===== src/rtl/jstk_cmd_ctrl_if.sv =====
// Joystick command bundle between a poll controller and its user.
//   en, led, DOUT          : enable, LED request, raw 40-bit joystick frame
//   sndRec, DIN            : transfer request and command byte to the SPI joystick block
//   x_pos, y_pos, btn, dir : latched frame fields and derived drive command
//   valid                  : one-cycle strobe when a new frame has been latched
// The slave modport is the controller; the master modport is the environment.
interface jstk_cmd_ctrl_if;
  logic        en;
  logic [1:0]  led;
  logic [39:0] DOUT;
  logic        sndRec;
  logic [7:0]  DIN;
  logic [9:0]  x_pos;
  logic [9:0]  y_pos;
  logic [2:0]  btn;
  logic [2:0]  dir;
  logic        valid;

  modport master (
    output en, led, DOUT,
    input  sndRec, DIN, x_pos, y_pos, btn, dir, valid
  );

  modport slave (
    input  en, led, DOUT,
    output sndRec, DIN, x_pos, y_pos, btn, dir, valid
  );
endinterface


===== src/rtl/jstk_cmd_ctrl.sv =====
// Periodic joystick poller. Every POLL_CYCLES it raises sndRec for HOLD_CYCLES,
// waits XFER_CYCLES for the SPI transfer, then latches the returned frame,
// decodes X/Y/buttons, derives a drive direction and strobes valid.
//   CLK, RST : clock and synchronous active-high reset
//   js       : jstk_cmd_ctrl_if.slave (en, led, DOUT in; sndRec, DIN,
//              x_pos, y_pos, btn, dir, valid out)
module jstk_cmd_ctrl #(
  parameter int POLL_CYCLES = 1000000,
  parameter int HOLD_CYCLES = 3000,
  parameter int XFER_CYCLES = 100000,
  parameter int DEADZONE    = 64
) (
  input  logic           CLK,
  input  logic           RST,
  jstk_cmd_ctrl_if.slave js
);

  localparam int SEQ_LEN = HOLD_CYCLES + XFER_CYCLES + 2;
  localparam int CNT_MAX = (POLL_CYCLES > SEQ_LEN) ? POLL_CYCLES : SEQ_LEN;
  localparam int CW      = ($clog2(CNT_MAX + 1) > 20) ? $clog2(CNT_MAX + 1) : 20;

  // Counter value on the last cycle of each phase (counter is 0 on TRIG entry).
  localparam logic [CW-1:0] HOLD_LAST = CW'(HOLD_CYCLES - 1);
  localparam logic [CW-1:0] WAIT_LAST = CW'(HOLD_CYCLES + XFER_CYCLES - 1);
  localparam logic [CW-1:0] POLL_LAST = CW'(POLL_CYCLES - 1);

  localparam logic [10:0] BAND_HI = 11'(512 + DEADZONE);
  localparam logic [10:0] BAND_LO = 11'(512 - DEADZONE);

  localparam logic [2:0] DIR_STOP  = 3'd0;
  localparam logic [2:0] DIR_FWD   = 3'd1;
  localparam logic [2:0] DIR_BACK  = 3'd2;
  localparam logic [2:0] DIR_LEFT  = 3'd3;
  localparam logic [2:0] DIR_RIGHT = 3'd4;

  typedef enum logic [1:0] {IDLE, TRIG, WAIT, CAPT} state_t;

  state_t          state;
  logic [CW-1:0]   cnt;
  logic            due;
  logic            snd_rec_r;
  logic [7:0]      din_r;
  logic [9:0]      x_r;
  logic [9:0]      y_r;
  logic [2:0]      btn_r;
  logic [2:0]      dir_r;
  logic            valid_r;

  logic [9:0]      x_cap;
  logic [9:0]      y_cap;
  logic [2:0]      btn_cap;
  logic [2:0]      dir_cap;
  logic            dout_unused;

  // Y outranks X; a value sitting exactly on a band edge is neutral.
  function automatic logic [2:0] dir_of(input logic [9:0] x, input logic [9:0] y);
    logic [10:0] xe;
    logic [10:0] ye;
    xe = {1'b0, x};
    ye = {1'b0, y};
    if (ye > BAND_HI)      return DIR_FWD;
    else if (ye < BAND_LO) return DIR_BACK;
    else if (xe < BAND_LO) return DIR_LEFT;
    else if (xe > BAND_HI) return DIR_RIGHT;
    else                   return DIR_STOP;
  endfunction

  assign x_cap       = {js.DOUT[25:24], js.DOUT[39:32]};
  assign y_cap       = {js.DOUT[9:8],   js.DOUT[23:16]};
  assign btn_cap     = js.DOUT[2:0];
  assign dout_unused = ^{js.DOUT[31:26], js.DOUT[15:10], js.DOUT[7:3]};

  // Stick button is an emergency stop; a disabled capture also yields STOP.
  always_comb begin
    dir_cap = dir_of(x_cap, y_cap);
    if (btn_cap[0] || !js.en) dir_cap = DIR_STOP;
  end

  always_ff @(posedge CLK) begin
    if (RST) begin
      state     <= IDLE;
      cnt       <= '0;
      due       <= 1'b1;
      snd_rec_r <= 1'b0;
      din_r     <= 8'h80;
      x_r       <= 10'd512;
      y_r       <= 10'd512;
      btn_r     <= 3'd0;
      dir_r     <= DIR_STOP;
      valid_r   <= 1'b0;
    end else begin
      valid_r <= 1'b0;
      // Saturate so a long disabled stretch cannot wrap into a false "poll due".
      if (cnt != '1) cnt <= cnt + 1'b1;
      case (state)
        IDLE: begin
          if (!js.en) begin
            // Once disabled, the next enable starts a poll immediately.
            due   <= 1'b1;
            dir_r <= DIR_STOP;
          end else if (due || cnt >= POLL_LAST) begin
            state     <= TRIG;
            cnt       <= '0;
            due       <= 1'b0;
            din_r     <= {6'b100000, js.led};
            snd_rec_r <= 1'b1;
          end
        end
        TRIG: begin
          if (cnt == HOLD_LAST) begin
            state     <= WAIT;
            snd_rec_r <= 1'b0;
          end
        end
        WAIT: begin
          // Capture on entry to CAPT so valid and the new fields appear together.
          if (cnt == WAIT_LAST) begin
            state   <= CAPT;
            x_r     <= x_cap;
            y_r     <= y_cap;
            btn_r   <= btn_cap;
            dir_r   <= dir_cap;
            valid_r <= 1'b1;
          end
        end
        CAPT: state <= IDLE;
        default: state <= IDLE;
      endcase
    end
  end

  assign js.sndRec = snd_rec_r;
  assign js.DIN    = din_r;
  assign js.x_pos  = x_r;
  assign js.y_pos  = y_r;
  assign js.btn    = btn_r;
  assign js.dir    = dir_r;
  assign js.valid  = valid_r;

endmodule

===== src/flat_wrapper.sv =====
// flat-port wrapper written by rule: the top's interface ports become plain ports
module jstk_cmd_ctrl_flat 
#(
  parameter int POLL_CYCLES = 1000000,
  parameter int HOLD_CYCLES = 3000,
  parameter int XFER_CYCLES = 100000,
  parameter int DEADZONE    = 64
)
  (CLK, RST, js_en, js_led, js_DOUT, js_sndRec, js_DIN, js_x_pos, js_y_pos, js_btn, js_dir, js_valid);
  jstk_cmd_ctrl_if js_i ();
  input  logic CLK;
  input  logic RST;
  input wire logic [$bits(js_i.en)-1:0] js_en;
  input wire logic [$bits(js_i.led)-1:0] js_led;
  input wire logic [$bits(js_i.DOUT)-1:0] js_DOUT;
  output wire logic [$bits(js_i.sndRec)-1:0] js_sndRec;
  output wire logic [$bits(js_i.DIN)-1:0] js_DIN;
  output wire logic [$bits(js_i.x_pos)-1:0] js_x_pos;
  output wire logic [$bits(js_i.y_pos)-1:0] js_y_pos;
  output wire logic [$bits(js_i.btn)-1:0] js_btn;
  output wire logic [$bits(js_i.dir)-1:0] js_dir;
  output wire logic [$bits(js_i.valid)-1:0] js_valid;
  assign js_i.en = js_en;
  assign js_i.led = js_led;
  assign js_i.DOUT = js_DOUT;
  assign js_sndRec = js_i.sndRec;
  assign js_DIN = js_i.DIN;
  assign js_x_pos = js_i.x_pos;
  assign js_y_pos = js_i.y_pos;
  assign js_btn = js_i.btn;
  assign js_dir = js_i.dir;
  assign js_valid = js_i.valid;
  jstk_cmd_ctrl #(.POLL_CYCLES(POLL_CYCLES), .HOLD_CYCLES(HOLD_CYCLES), .XFER_CYCLES(XFER_CYCLES), .DEADZONE(DEADZONE)) u_core (.CLK(CLK), .RST(RST), .js(js_i));
endmodule

===== config.mk =====
export PLATFORM = sky130hd
export DESIGN_NAME = jstk_cmd_ctrl_flat
export DESIGN_NICKNAME = d
export VERILOG_FILES = /design/src/rtl/jstk_cmd_ctrl_if.sv /design/src/rtl/jstk_cmd_ctrl.sv /design/src/flat_wrapper.sv
export SDC_FILE = /design/constraint.sdc
export NUM_CORES = 1
export LEC_CHECK = 0
export CORE_MARGIN = 2
export CORE_UTILIZATION = 37
export CTS_BUF_LIST = sky130_fd_sc_hd__clkbuf_4
export CTS_CLUSTER_DIAMETER = 120
export CTS_CLUSTER_SIZE = 8
export DETAILED_ROUTE_END_ITERATION = 6
export PLACE_DENSITY = 0.75
export SYNTH_ARGS = -nofsm -noshare
export SYNTH_HDL_FRONTEND = slang
export SYNTH_SLANG_ARGS = --single-unit

===== constraint.sdc =====
create_clock -name CLK -period 3.55 [get_ports CLK]
set_input_delay 0.71 -clock CLK [delete_from_list [all_inputs] [get_ports CLK]]
set_output_delay 0.71 -clock CLK [all_outputs]
set_load 0.005 [all_outputs]

* Word-level counts from Yosys, hierarchy flattened
Index checks and enable logic that the tools add are counted.
Word-level totals: output and inout bits 36, word-level logic and storage cells 66, flip-flop bits (word level) 53, bits of input ports 45
Cells by class: add/sub/neg operators 1, equality and inequality tests 12, order comparisons 5, reductions and logical operators 13, bitwise gates (word level) 1, mux-type cells 24
Operators by type and width (count):
- 2-to-1 mux 20 bit | 4
- 2-to-1 mux 3 bit | 7
- adder 20 x 1 -> 20 bit, second input constant | 1
- == test 20 x 12 -> 1 bit, second input constant | 1
- == test 20 x 17 -> 1 bit, second input constant | 1
- >= comparator 20 bit, second input constant | 1
- greater-than comparator 10 bit, second input constant | 2
- less-than comparator 10 x 9 -> 1 bit, second input constant | 2
- != test 20 bit, second input constant | 1
- 2-to-1 mux 2 bit | 4
- != test 2 x 1 -> 1 bit, second input constant | 4
- case mux 2 bit (4 select lines) | 1
- AND reduction 4 bit | 2
- 2-to-1 mux 1 bit | 6
- case mux 3 bit (2 select lines) | 1
- AND reduction 3 bit | 2
- == test 2 bit, second input constant | 2
- != test 2 bit, second input constant | 2
- AND reduction 2 bit | 2
- nonzero test 2 bit | 2
- == test 2 x 1 -> 1 bit, second input constant | 1
- logical NOT 2 bit | 1
- logical OR 1 bit | 2
- case mux 1 bit (2 select lines) | 1
- 3 further kinds | 3

* Depth between registers and ports, before layout
depth after elaboration 8, mapped depth 8, gate-level depth less buffers 7

* Least setup slack after synthesis
No wires, ideal clock.
kind input -> register, start input port js_DOUT[16], end register u_core.dir_r[0] (netlist: u_core.js.dir[0]), cell stages on the path 6, slack 1425 ps, data arrival time 1997 ps, cells stage by stage or4_1 -> o31a_1 -> o31ai_1 -> a21boi_0 -> mux2i_1 -> nor2_1
On the way: word-level cells in the longest chain between the ends 6, elaborated cells on any way between the ends 7, classes of those cells order compare: 2; mux: 5
RTL lines:
- start: declaration | line flat_wrapper.sv:15 | input wire logic [$bits(js_i.DOUT)-1:0] js_DOUT;
- less-than comparator 10 x 9 -> 1 bit | line jstk_cmd_ctrl.sv:62 | else if (ye < BAND_LO) return DIR_BACK;
- 2-to-1 mux 3 bit | line jstk_cmd_ctrl.sv:62
- 2-to-1 mux 3 bit (*) | line jstk_cmd_ctrl.sv:61 | if (ye > BAND_HI) return DIR_FWD;
- 2-to-1 mux 3 bit (*) | line jstk_cmd_ctrl.sv:76 | if (btn_cap[0] || !js.en) dir_cap = DIR_STOP;
- 2-to-1 mux 3 bit (*) | line jstk_cmd_ctrl.sv:117 | if (cnt == WAIT_LAST) begin
- case mux 3 bit (2 select lines) (*) | line jstk_cmd_ctrl.sv:95 | case (state)
- end signal: assignment | line jstk_cmd_ctrl.sv:122 | dir_r <= dir_cap;
- end: declaration | line jstk_cmd_ctrl.sv:46 | logic [2:0] dir_r;
Mark *: on every way between the ends. The rest lies on a longest branch, timed or not. The select of a mux whose other input is x is not followed. A chain may end at the register's enable or synchronous reset.

* Worst setup path after layout
start register u_core.cnt[10], end register u_core.cnt[19]
On the way: word-level cells in the longest chain between the ends 5, elaborated cells on any way between the ends 8, classes of those cells add/sub: 1; order compare: 1; eq/ne: 1; mux: 4; reduce/logical: 1
RTL lines:
- start: declaration | line jstk_cmd_ctrl.sv:39 | logic [CW-1:0] cnt;
- start signal: assignment | line jstk_cmd_ctrl.sv:94 | if (cnt != '1) cnt <= cnt + 1'b1;
- adder 20 x 1 -> 20 bit (tied with other cells) | line jstk_cmd_ctrl.sv:94
- 2-to-1 mux 20 bit or logical OR 1 bit (tied branches) | line jstk_cmd_ctrl.sv:94, jstk_cmd_ctrl.sv:101
- 2-to-1 mux 20 bit | line jstk_cmd_ctrl.sv:101 | end else if (due || cnt >= POLL_LAST) begin
- 2-to-1 mux 20 bit | line jstk_cmd_ctrl.sv:97 | if (!js.en) begin
- 2-to-1 mux 20 bit (*) | line jstk_cmd_ctrl.sv:95
Mark *: on every way between the ends. The rest lies on a longest branch, timed or not.

==> metrics <==
TritonCTS Buffers=5; vias in the first global route=1,992; async set-or-reset flop fraction in the synthesized netlist=0%; Initial DRC Count=181; Critical Path, Cell by Cell=nor4_1, o211ai_1, a311oi_1, or2_1, nand2b_1, a311oi_1; Tcrit/Tclk final=69.8%; clock skew=0.0254 ns; worst rel slew slack=41.7%; number of synthesized flops with an enable pin=0; PwrDens=377 nW/um2; status=finished clean; CP delay by family, top=simple AND/OR/NAND/NOR gates; fmax=403 MHz; WL/cell=13.4 um; WL final=5500 um; # setup viols final=0; unrepaired setup endpoints after global routing=false; Simple-Gate Fraction of Synth Area=26.3%; Antenna Cells=0; layout cells sized above 1=5.42%; Tot GR Track Use=15.3%; leakage=1.26 nW; initial antenna violation count=0; Max-cap violations=0; Initial Util=38.6%; post-route antenna net violation count=0; Die H=85.6 um; max-slew violations=0; Setup WS pre-CTS=0.809 ns; Avg Inst Size Synth=8.93 um2; Final Non-Filler Cells=409; Critical Path Fanout Max=20; DP Wirelength=4080 um; Via Count=2,120; critical path required time=3.83 ns; Core ar.=6390 um2; endpoint class of the critical path=register; Crit Path Class=reg -> reg; Post-Synthesis Cells=276; CP max stage cell=nand2b_1; worst slew pin tran=0.866 ns; setup TNS=0 ns; CTS tree=built; post_cts resized=0; mux contribution to synthesized area=11.4%; Die ar.=7330 um2; first-pass iteration count of the detailed router=4; Final Core Density=49.1%; synthesized area=2460 um2; CTS Sinks=53; Setup Buffers After CTS=0; hold buffers post-CTS=0; Yosys top cell area share=43.1%; fin crit period=2.48 ns; largest cells by area after synthesis=dfxtp_1, mux2i_1, nor2_1; Adder-Cell Fraction of Synth Area=2.03%; clk_lat worst skew=0.37 ns; Main synth FF type=dfxtp_1; largest net degree at the start of global routing=33; combinational family with the most area after synthesis=simple AND/OR/NAND/NOR gates; Hold WC Path Type=reg -> reg; Port Buf Inserts=57; register bit total from synthesis=53; sequential fraction of the synthesis area=43.1%; Layout area overhead=27.3%; clock transition at the registers of the reported paths=0.16 ns; H-tree Lvls=2; hold slack=0.476 ns; first-pass GRT wire length=9320 um; worst ir drop on vdd=0.294 mV; post-synthesis compound-gate area fraction=8.08%; I/O pins=81; Worst Setup Start Kind=register; YS warnings=0; Placed Cells=401; most used cell, CP=a311oi_1; Clk Tree Root Cell=clkbuf_4; Slowest Stage Delay on Critical Path=0.42 ns; die span in x=85.6 um; Synth Area in XOR/XNOR=4.62%; NumNets Final=380; CTS max path bufs=2; Buf/Inv on CP=0; synth unique cells=48; CP arrival=2.76 ns; Synth area leader=dfxtp_1; Fin. Hold Viols=0; Placement Rows=29; GP Congestion=0.835; Residual DRC=0; final worst slack=1.07 ns; gr ovfl total=0; via density per instance=5.18
[worst min-delay path, stage by stage (launching register included)]
cell,delay [ns]
dfxtp_1,0.34
nand2_1,0.06
a21oi_1,0.05
[layout make-up]
class | count | area [um2]
clock buffer | 6 | 45.0
sequential | 53 | 1060
timing repair buffer | 59 | 586
multi-input combinational | 206 | 1310
tap | 77 | 96.3
fill | 592 | 3250
clock inverter | 2 | 13.8
inverter | 6 | 22.5
[path summary, 6_finish.rpt]
kind,cells past startpoint,start,slack [ns],endpoint
hold / removal,2,u_core.js.dir[2]$_SDFFE_PP0P_,0.48,u_core.js.dir[2]$_SDFFE_PP0P_
setup reg to reg,6,u_core.cnt[10]$_SDFF_PP0_,1.07,u_core.cnt[19]$_SDFF_PP0_
setup / recovery,6,u_core.cnt[10]$_SDFF_PP0_,1.07,u_core.cnt[19]$_SDFF_PP0_
hold reg to reg,2,u_core.js.dir[2]$_SDFFE_PP0P_,0.48,u_core.js.dir[2]$_SDFFE_PP0P_
[where the power goes]
group / leakage (nW) / switching, W / internal [W] / total [W]
logic: 0.795 / 0.000132 / 0.000124 / 0.000257
clock network: 0.0360 / 0.000192 / 0.0000874 / 0.000280
registers: 0.428 / 0.0000234 / 0.000624 / 0.000648
total: 1.26 / 0.000348 / 0.000836 / 0.00118
[layout by cell type, fill, tap and decap left out, drive strengths merged, types with 4 or more instances in the layout]
| cell | instances |
|---|---|
| nor4 | 4 |
| xnor2 | 7 |
| inv | 7 |
| dfxtp | 53 |
| nand3 | 6 |
| nand2b | 5 |
| a21oi | 4 |
| mux2i | 28 |
| o21ai | 6 |
| xor2 | 6 |
| nand2 | 16 |
| clkdlybuf4s50 | 57 |
| clkbuf | 6 |
| nor3 | 9 |
| nor2 | 54 |
| and3 | 7 |
| or4 | 4 |
| conb | 6 |
| ha | 4 |
| nand4 | 10 |
[Yosys cell counts, types with 3 or more instances]
library cell	number
nand2_1	15
dfxtp_1	53
ha_1	4
and3_1	6
nor4_1	4
o21ai_0	5
inv_1	6
nor3_1	9
nand2b_1	5
nand4_1	10
xnor2_1	7
a21oi_1	4
nor2_1	54
buf_4	6
mux2i_1	28
or4_1	3
buf_2	3
nand3_1	5
xor2_1	6
clkbuf_1	6
[cells by family (layout without fill, tap and decap cells)]
| group | Yosys count | count (layout) |
|---|---|---|
| multiplexers | 28 | 28 |
| AND/OR/NAND/NOR | 127 | 127 |
| AO/OA/AOI/OAI | 28 | 28 |
| XOR/XNOR | 13 | 13 |
| adder cells (fa/ha/maj) | 4 | 4 |
| flip-flops | 53 | 53 |
| buffers and inverters | 21 | 73 |
| other | 2 | 6 |
[through the flow]
step	total power, W	instance area [um2]
3_3_place_gp	0.000909	3080
5_1_grt	0.00125	3140
3_5_place_dp	0.000916	3080
4_1_cts	0.00120	3140
2_1_floorplan	0.000829	2480
6_report	0.00118	3140
[flip-flops by register name, summed over array words and instances, names as in the netlist]
signal and cells:
u_core.js.y_pos 10, u_core.js.valid 1, u_core.js.btn 3, u_core.cnt 20
u_core.js.DIN 2, u_core.js.sndRec 1, u_core.state 2, u_core.js.x_pos 10
u_core.js.dir 3, u_core.due 1
[per-layer routing]
layer  share of wire (%)  global-route usage, %
met2                  47                   24.4
met1                  47                   20.4
met4                 3.0                   6.35
met5                   0                      0
met3                 3.3                   2.98
(Power assumes the default switching activity.)
